--- config.mk ---
export PLATFORM = sky130hd
export DESIGN_NAME = vga_fb_reader
export DESIGN_NICKNAME = d
export VERILOG_FILES = /design/src/rtl/vga_fb_reader.sv
export SDC_FILE = /design/constraint.sdc
export NUM_CORES = 1
export LEC_CHECK = 0
export CORE_ASPECT_RATIO = 1.25
export CORE_MARGIN = 2
export CORE_UTILIZATION = 42
export CTS_CLUSTER_DIAMETER = 200
export DETAILED_ROUTE_END_ITERATION = 6
export GPL_ROUTABILITY_DRIVEN = 0
export HOLD_SLACK_MARGIN = 0.02
export PLACE_DENSITY = 0.79
export SKIP_CTS_REPAIR_TIMING = 1
export SYNTH_ARGS = -nofsm -noshare
export SYNTH_HDL_FRONTEND = slang
export SYNTH_SLANG_ARGS = --single-unit
export TNS_END_PERCENT = 100
--- constraint.sdc ---
create_clock -name CLK25 -period 2.2 [get_ports CLK25]
set_input_delay 0.44 -clock CLK25 [delete_from_list [all_inputs] [get_ports CLK25]]
set_output_delay 0.44 -clock CLK25 [all_outputs]
set_load 0.05 [all_outputs]
--- src/rtl/vga_fb_reader.sv ---
// Frame-buffer read stage: walks the 320x240 buffer in raster order, hides the
// buffer read latency and re-aligns sync/blank with RGB888 for the ADV7123 DAC.
module vga_fb_reader #(
    parameter int H_ACT  = 320,
    parameter int V_ACT  = 240,
    parameter int ADDR_W = 17,
    parameter int RD_LAT = 1
) (
    input  logic              CLK25,
    input  logic              reset,
    input  logic              Hsync_in,
    input  logic              Vsync_in,
    input  logic              Nblank_in,
    input  logic              activeArea,
    output logic [ADDR_W-1:0] fb_addr,
    input  logic [11:0]       fb_data,
    output logic [7:0]        vga_r,
    output logic [7:0]        vga_g,
    output logic [7:0]        vga_b,
    output logic              Hsync,
    output logic              Vsync,
    output logic              Nblank,
    output logic              frame_done,
    output logic              sync_err
);

    localparam logic [ADDR_W-1:0] LAST_ADDR = ADDR_W'(H_ACT * V_ACT - 1);

    logic [ADDR_W-1:0] addr;
    logic              vs_prev;

    // Control taps, delayed to match the buffer read latency.
    logic hs_dl  [RD_LAT];
    logic vs_dl  [RD_LAT];
    logic nb_dl  [RD_LAT];
    logic act_dl [RD_LAT];

    assign fb_addr = addr;

    // Vsync resync outranks the active-area increment.
    always_ff @(posedge CLK25) begin
        if (reset) begin
            addr       <= '0;
            frame_done <= 1'b0;
        end else begin
            // NOTE: default low every cycle, so frame_done can only ever be a one-cycle pulse.
            frame_done <= 1'b0;
            if (!Vsync_in) begin
                addr <= '0;
            end else if (activeArea) begin
                if (addr == LAST_ADDR) begin
                    addr       <= '0;
                    frame_done <= 1'b1;
                end else begin
                    addr <= addr + ADDR_W'(1);
                end
            end
        end
    end

    // A frame that restarts with pixels still outstanding is flagged until reset.
    always_ff @(posedge CLK25) begin
        if (reset) begin
            vs_prev  <= 1'b1;
            sync_err <= 1'b0;
        end else begin
            vs_prev <= Vsync_in;
            if (vs_prev && !Vsync_in && (addr != '0))
                sync_err <= 1'b1;
        end
    end

    always_ff @(posedge CLK25) begin
        if (reset) begin
            for (int i = 0; i < RD_LAT; i++) begin
                hs_dl[i]  <= 1'b1;
                vs_dl[i]  <= 1'b1;
                nb_dl[i]  <= 1'b0;
                act_dl[i] <= 1'b0;
            end
        end else begin
            hs_dl[0]  <= Hsync_in;
            vs_dl[0]  <= Vsync_in;
            nb_dl[0]  <= Nblank_in;
            act_dl[0] <= activeArea;
            for (int i = 1; i < RD_LAT; i++) begin
                hs_dl[i]  <= hs_dl[i-1];
                vs_dl[i]  <= vs_dl[i-1];
                nb_dl[i]  <= nb_dl[i-1];
                act_dl[i] <= act_dl[i-1];
            end
        end
    end

    // Final stage lines up with the buffer data; 4-bit channels replicate to 8 bits.
    always_ff @(posedge CLK25) begin
        if (reset) begin
            vga_r  <= 8'h00;
            vga_g  <= 8'h00;
            vga_b  <= 8'h00;
            Hsync  <= 1'b1;
            Vsync  <= 1'b1;
            Nblank <= 1'b0;
        end else begin
            Hsync  <= hs_dl[RD_LAT-1];
            Vsync  <= vs_dl[RD_LAT-1];
            Nblank <= nb_dl[RD_LAT-1];
            if (act_dl[RD_LAT-1]) begin
                vga_r <= {fb_data[11:8], fb_data[11:8]};
                vga_g <= {fb_data[7:4],  fb_data[7:4]};
                vga_b <= {fb_data[3:0],  fb_data[3:0]};
            end else begin
                vga_r <= 8'h00;
                vga_g <= 8'h00;
                vga_b <= 8'h00;
            end
        end
    end

endmodule
# [After elaboration in Yosys (flattened, before gate mapping)]
# Memories as Yosys holds them, arrays and structs flattened. A register that Yosys moved wholly into a read port is not among the register bits.
# Cells that the tools add are included.
[totals] register_bits=44 mem_bits_rw=4 input_bits=18 output_inout_bits=46 elab_cells=40 n_memories=4
[memory_table] name="act_dl" words=1 width=1 rd=1 rd_ports_with_merged_regs=0 write_ports=1 line_no="36" text="logic act_dl [RD_LAT];"
[memory_table] name="hs_dl" words=1 width=1 rd=1 rd_ports_with_merged_regs=1 write_ports=1 line_no="33" text="logic hs_dl [RD_LAT];"
[memory_table] name="nb_dl" words=1 width=1 rd=1 rd_ports_with_merged_regs=1 write_ports=1 line_no="35" text="logic nb_dl [RD_LAT];"
[memory_table] name="vs_dl" words=1 width=1 rd=1 rd_ports_with_merged_regs=1 write_ports=1 line_no="34" text="logic vs_dl [RD_LAT];"
[classes] n_addsub=1 eq_ne=1 muxes=13 n_bitwise=3 reduce_logical=11
[ops] operator="17-bit by 1-bit adder with 17-bit output (second input constant)" n=1
[ops] operator="17-bit == test (second input constant)" n=1
[ops] operator="17-bit two-way mux" n=1
[ops] operator="17-bit nonzero test" n=1
[ops] operator="1-bit two-way mux" n=12
[ops] operator="1-bit OR reduction" n=4
[ops] operator="2-bit OR reduction" n=2
[ops] operator="1-bit NOT" n=3
[ops] operator="3-bit OR reduction" n=1
[ops] operator="1-bit logical AND" n=2
[ops] operator="1-bit zero test" n=1

# [Logic depth before layout (Yosys ltp)]
# Gate-level depths: netlist of the first run.
[logic_depth] ltp_word=3 depth_mapped=6

# [Worst setup path before layout of the first run]
# OpenSTA, ideal clock, no wires.
[synth_path] path_kind="register to register" startpoint="register addr[0], in the netlist fb_addr[0]" endpoint="register addr[0], in the netlist fb_addr[0]" setup_ns=0.116 arrival_ns=1.984 t_required_ns=2.084 setup_slack_ns=0.100 path_stages_with_launch=7 period_less_slack_ns=2.100 path_cell_list="dfxtp_1 -> ha_1 -> nand4_1 -> or2_4 -> o311ai_4 -> buf_6 -> nor2_1"
[synth_between] elab_chain_len=2 word_cells_on_any_way=3 classes_between="add/sub (1); eq/ne (1); mux (1)"
[synth_rtl] item="start, declared" line_no="29" text="logic [ADDR_W-1:0] addr;"
[synth_rtl] item="start signal, assigned" line_no="55" text="addr <= addr + ADDR_W'(1);"
[synth_rtl] item="17-bit by 1-bit adder with 17-bit output or 17-bit == test (tied branches)" line_no="55, 51"
[synth_rtl] item="17-bit two-way mux *" line_no="51" text="if (addr == LAST_ADDR) begin"
# Every way passes the cells marked *; elsewhere a longest branch is shown, timed or not.
# A chain may end at the register's enable or synchronous reset.

# [Final worst setup path of the first run]
[layout_path] startpoint="register addr[10], in the netlist fb_addr[10]" endpoint="output fb_addr[10]"
[layout_lines] item="end, declared" line_no="15" text="output logic [ADDR_W-1:0] fb_addr,"
# No word-level cell between the ends.

==> results.toml, run 1 <==
[synth]
yosys_warnings = 0
synth_cell_type_count = 26
netlist_area_um2 = 1560
synth.top_cells.by_area = "dfxtp_1, xnor2_1, buf_4, and2_1, nor2_1"
synth_area_per_cell_um2 = 9.81
netlist_instances = 159
yosys.area.top_type = "dfxtp_1"
synth-seq-area-share = 0.500
synth-seq-cells = 39
synth.net_count = 179
yosysTopAreaCellShare = 0.500

[timing]
tns_ps = 0
rsz0062_at_grt = "no"
maxSlewHeadroom = 0.627
setup_viol_count_final = 0
holdWs_ps = 410
layout_setup_ws_ps = 86.8
slew_violations = 0
fin_crit_sh = 0.961
worst_pin_slew_ps = 558
fmax_ghz = 0.473
hold_viol = 0
period_minus_slack_ps = 2110
clock-skew-final_ps = 3.13

[global_routing]
grt_max_degree = 13
antenna_found_initial = 0
grt_pass1_wl_mm = 5.18
grt_pass1_vias = 1092
track_usage = 0.163
grt-ovfl-total = 0

[drt]
routed_via_density = 4.86
drc = 0
vias = 1245
wl_mm = 3.21
routedWlPerCell_um = 12.5
first_iter_violations = 18
final_antenna_net_count = 0
first_pass_iters = 4
m1WireLength_mm = 1.39
met2_length_mm = 1.51
routed-wl-met3_um = 268
top_layer = "met4"

[pwr]
power_switching_uw = 325
power.internal_mw = 1.15
power_mw = 1.48
pwr-share-clk = 0.406
power_leakage_nw = 0.822
peakVddDrop_mv = 0.831
swShare = 0.220
seq_power_share = 0.491
p_comb_frac = 0.103
powerDensity_nw_per_um2 = 654

[worst_setup_path]
cp_slowest_stage_delay_ps = 870
crit_end = "fb_addr[10]"
rr_worst_depth = 6
critical_path_arrival_ps = 1670
criticalPathCategory = "reg2out"
r2r_start = "fb_addr[0]"
critPathTopFamily = "buffers and inverters"
r2r_end = "fb_addr[7]"
critical_path_required_ps = 1760
crit_path_start_kind = "flop"
crit_buf_inv = 1
r2r_slack_ps = 490
path_max_fanout = 8
cp_cell_sequence = "clkdlybuf4s50_1"
critPathLaunch = "fb_addr[10]"
path_depth = 1
end_kind = "output pin"
crit_path_top_delay_cell = "clkdlybuf4s50_1"

[clocking]
cts_made_buffers = 5
h-tree-depth = 2
clkTransAtPathRegs_ps = 70
cts.sinks = 39
cts.path.max_buffers = 2
clockRootBuffer = "clkbuf_8"
clk_latency_ps = 280
cts_tree = "yes"

[status]
status = "complete, no violations"

[floorplanning]
start_util = 0.444
die_height_um = 72.1
core_area_um2 = 3510
boundaryPins = 64
fp-row-count = 24
die_area_um2 = 4220
die_w_um = 58.5

[final_layout]
final_cell_mix = "clkdlybuf4s50_1, dfxtp_1, nor2_1"
mostFrequentLayoutCell = "clkdlybuf4s50_1"
drive_above_1_share = 0.0922
nFillCells = 288
final_net_count = 236
final_area_um2 = 2260
syn_to_final_growth_pct = 45.1
stdcell_count = 256
multi_input_area_um2 = 622
register_area_um2 = 781
num_antenna_cells = 0
fin_util = 0.644

[placed_design]
place_inst = 248
dpl_cell_area_um2 = 2150
hpwlAfterDp_mm = 2.42
placement.io_buffers = 63
pre_cts_slack_ps = 178

[worst_hold_path]
holdPathStages = 1
hold_path.class = "reg2reg"

[run]
maxCapViolations = 0
## synthesized netlist by cell type
cell type and n:
or2_2 3, and2_1 12, nor2b_1 4, nand3_1 5, nor3_1 1, buf_4 12, clkbuf_1 1, or2_4 1
a31oi_1 1, nor4_1 10, ha_1 2, buf_2 3, dfxtp_1 39, nor4b_1 1, o311ai_4 1, xnor2_1 12
inv_1 7, xor2_1 4, and3_1 1, nand4_4 1, nor4_2 1, buf_6 2, mux2i_1 1, nand4_1 7
nor2_1 20, nand2_1 7
## worst min path at each step
stage	startpoint	to	slack [ps]
after global placement	vs_dl[0]	Vsync	390
after floorplan	hs_dl[0]	Hsync	390
final	vs_dl[0]	Vsync	410
after CTS	vs_dl[0]	Vsync	410
after detailed placement	vs_dl[0]	Vsync	390
after global routing	hs_dl[0]	Hsync	440
## power by group through the flow
stage,sequential (mW),combinational [mW],clock [mW]
final,0.727,0.152,0.601
after global routing,0.728,0.160,0.649
after CTS,0.727,0.153,0.616
after detailed placement,0.743,0.153,0
after global placement,0.743,0.151,0
after floorplan,0.778,0.0566,0
## registers in the layout, summed over array words and instances (netlist names)
| name | cells |
|---|---|
| vs_prev | 1 |
| Hsync | 1 |
| vga_b | 4 |
| hs_dl | 1 |
| frame_done | 1 |
| nb_dl | 1 |
| Vsync | 1 |
| sync_err | 1 |
| vga_g | 4 |
| vga_r | 4 |
| Nblank | 1 |
| fb_addr | 17 |
| vs_dl | 1 |
| act_dl | 1 |
## kinds of logic after synthesis
family	share of synthesized area
DFF	0.500
xor gates and xnor gates	0.0898
AOI/OAI and AO/OA	0.0209
adders and majority gates	0.0160
and+or+nand+nor	0.265
muxes	0.00642
buffers and inverters	0.101
## cell type report
class                   instances  area share
inverters                       7      0.0116
well taps                      39      0.0216
multi-input cells              95       0.275
flip-flops and latches         39       0.345
clock buffers                   6      0.0365
clock inverters                 2      0.0155
repair buffers                 68       0.295
## layer usage
| metal | vias to the layer above | track usage |
|---|---|---|
| li1 | 624 | - |
| met1 | 560 | 0.194 |
| met2 | 56 | 0.270 |
| met3 | 5 | 0.0570 |
| met4 | 0 | 0.0543 |
| met5 | - | 0 |
Power figures use the tool's default switching activity.
==> run 2: changes to the inputs <==
SLEW_MARGIN = 20   (was default)
==> results of run 2 <==
Same layout as run 1: the final DEF is identical, and so are final timing and power.
==> run 3: changes to the inputs <==
PLACE_DENSITY = 0.81   (was 0.79)
==> results.toml, run 3 (synthesis results as in run 1) <==
[worst_setup_path]
crit_buf_inv = 1
rr_worst_depth = 6
crit_path_top_delay_cell = "clkdlybuf4s50_1"
r2r_slack_ps = 520
r2r_end = "fb_addr[9]"
critPathLaunch = "fb_addr[4]"
path_max_fanout = 6
critPathTopFamily = "buffers and inverters"
cp_cell_sequence = "clkdlybuf4s50_1"
cp_slowest_stage_delay_ps = 860
path_depth = 1
end_kind = "output pin"
r2r_start = "fb_addr[0]"
crit_end = "fb_addr[4]"
criticalPathCategory = "reg2out"
critical_path_arrival_ps = 1640
crit_path_start_kind = "flop"
critical_path_required_ps = 1760

[final_layout]
nFillCells = 275
largest_register_ffs = 17
num_antenna_cells = 0
final_area_um2 = 2270
multi_input_area_um2 = 622
register_area_um2 = 781
drive_above_1_share = 0.0922
final_cell_mix = "clkdlybuf4s50_1, dfxtp_1, nor2_1"
mostFrequentLayoutCell = "clkdlybuf4s50_1"
final_net_count = 236
syn_to_final_growth_pct = 45.5

[drt]
vias = 1246
wl_mm = 3.18
routed_via_density = 4.87
final_antenna_net_count = 0
first_pass_iters = 4
routedWlPerCell_um = 12.4
first_iter_violations = 31
drc = 0

[placed_design]
hpwlAfterDp_mm = 2.31
placement.io_buffers = 63
dpl_cell_area_um2 = 2160

[global_routing]
grt_pass1_wl_mm = 4.99
antenna_found_initial = 0
track_usage = 0.155
grt_max_degree = 18
grt-ovfl-total = 0
grt_pass1_vias = 1132

[floorplanning]
die_w_um = 58.5
fp-row-count = 24
boundaryPins = 64
die_height_um = 72.1
start_util = 0.444
core_area_um2 = 3510
die_area_um2 = 4220

[pwr]
pwr-share-clk = 0.397
swShare = 0.227
power.internal_mw = 1.13
peakVddDrop_mv = 0.635
power_leakage_nw = 0.824
power_switching_uw = 331
powerDensity_nw_per_um2 = 641
seq_power_share = 0.499
p_comb_frac = 0.104

[timing]
rsz0062_at_grt = "no"
period_minus_slack_ps = 2080
fmax_ghz = 0.481
worst_pin_slew_ps = 581
clock-skew-final_ps = 2.83
fin_crit_sh = 0.946
setup_viol_count_final = 0
hold_viol = 0
tns_ps = 0
maxSlewHeadroom = 0.612
slew_violations = 0

[clocking]
cts.path.max_buffers = 2
clkTransAtPathRegs_ps = 70
h-tree-depth = 2
clk_latency_ps = 280
clockRootBuffer = "clkbuf_8"
cts_tree = "yes"
cts.sinks = 39
cts_made_buffers = 5

[run]
maxCapViolations = 0

[worst_hold_path]
holdCritStartpoint = "hs_dl[0]"
hold_path.class = "reg2reg"

[status]
status = "complete, no violations"
-- run 3: worst min path at each step --
stage	slack, ps	end	cells after the start
finish	410	Hsync	1
global placement	390	Hsync	1
floorplan	390	Hsync	1
detailed placement	400	Hsync	1
global route	430	Vsync	1
CTS	420	Hsync	1
-- run 3: area by class of cell --
cell class,instances,area share
clock buffers,5,0.0303
clock inverters,3,0.0193
inverters,7,0.0116
multi-input cells,95,0.274
flip-flops and latches,39,0.344
well taps,39,0.0215
repair buffers,68,0.300
-- run 3: power groups by stage --
| stage | clock [mW] | sequential [mW] | combinational (mW) |
|---|---|---|---|
| final | 0.578 | 0.727 | 0.152 |
| after global routing | 0.626 | 0.728 | 0.161 |
| after CTS | 0.600 | 0.727 | 0.153 |
| after detailed placement | 0 | 0.743 | 0.153 |
| after global placement | 0 | 0.742 | 0.151 |
| after floorplan | 0 | 0.778 | 0.0566 |
-- run 3: routing by layer --
metal,track usage,share of wire,wire length (um)
met1,0.175,0.40,1290
met2,0.260,0.50,1590
met3,0.0642,0.081,258
met4,0.0568,0.014,45
met5,0,0,0
-- run 3: through the flow --
| step | hold slack [ps] | setup WS (ps) | instances | total power, mW | util |
|---|---|---|---|---|---|
| 6_report | 414 | 119 | 256 | 1.46 | 0.646 |
| 4_1_cts | 415 | 98.1 | 256 | 1.48 | 0.646 |
| 3_5_place_dp | 396 | 113 | 248 | 0.896 | 0.614 |
| 5_1_grt | 434 | 40.0 | 256 | 1.51 | 0.646 |
| 2_1_floorplan | 389 | 100 | 159 | 0.835 | - |
| 3_3_place_gp | 392 | 138 | 248 | 0.893 | 0.614 |
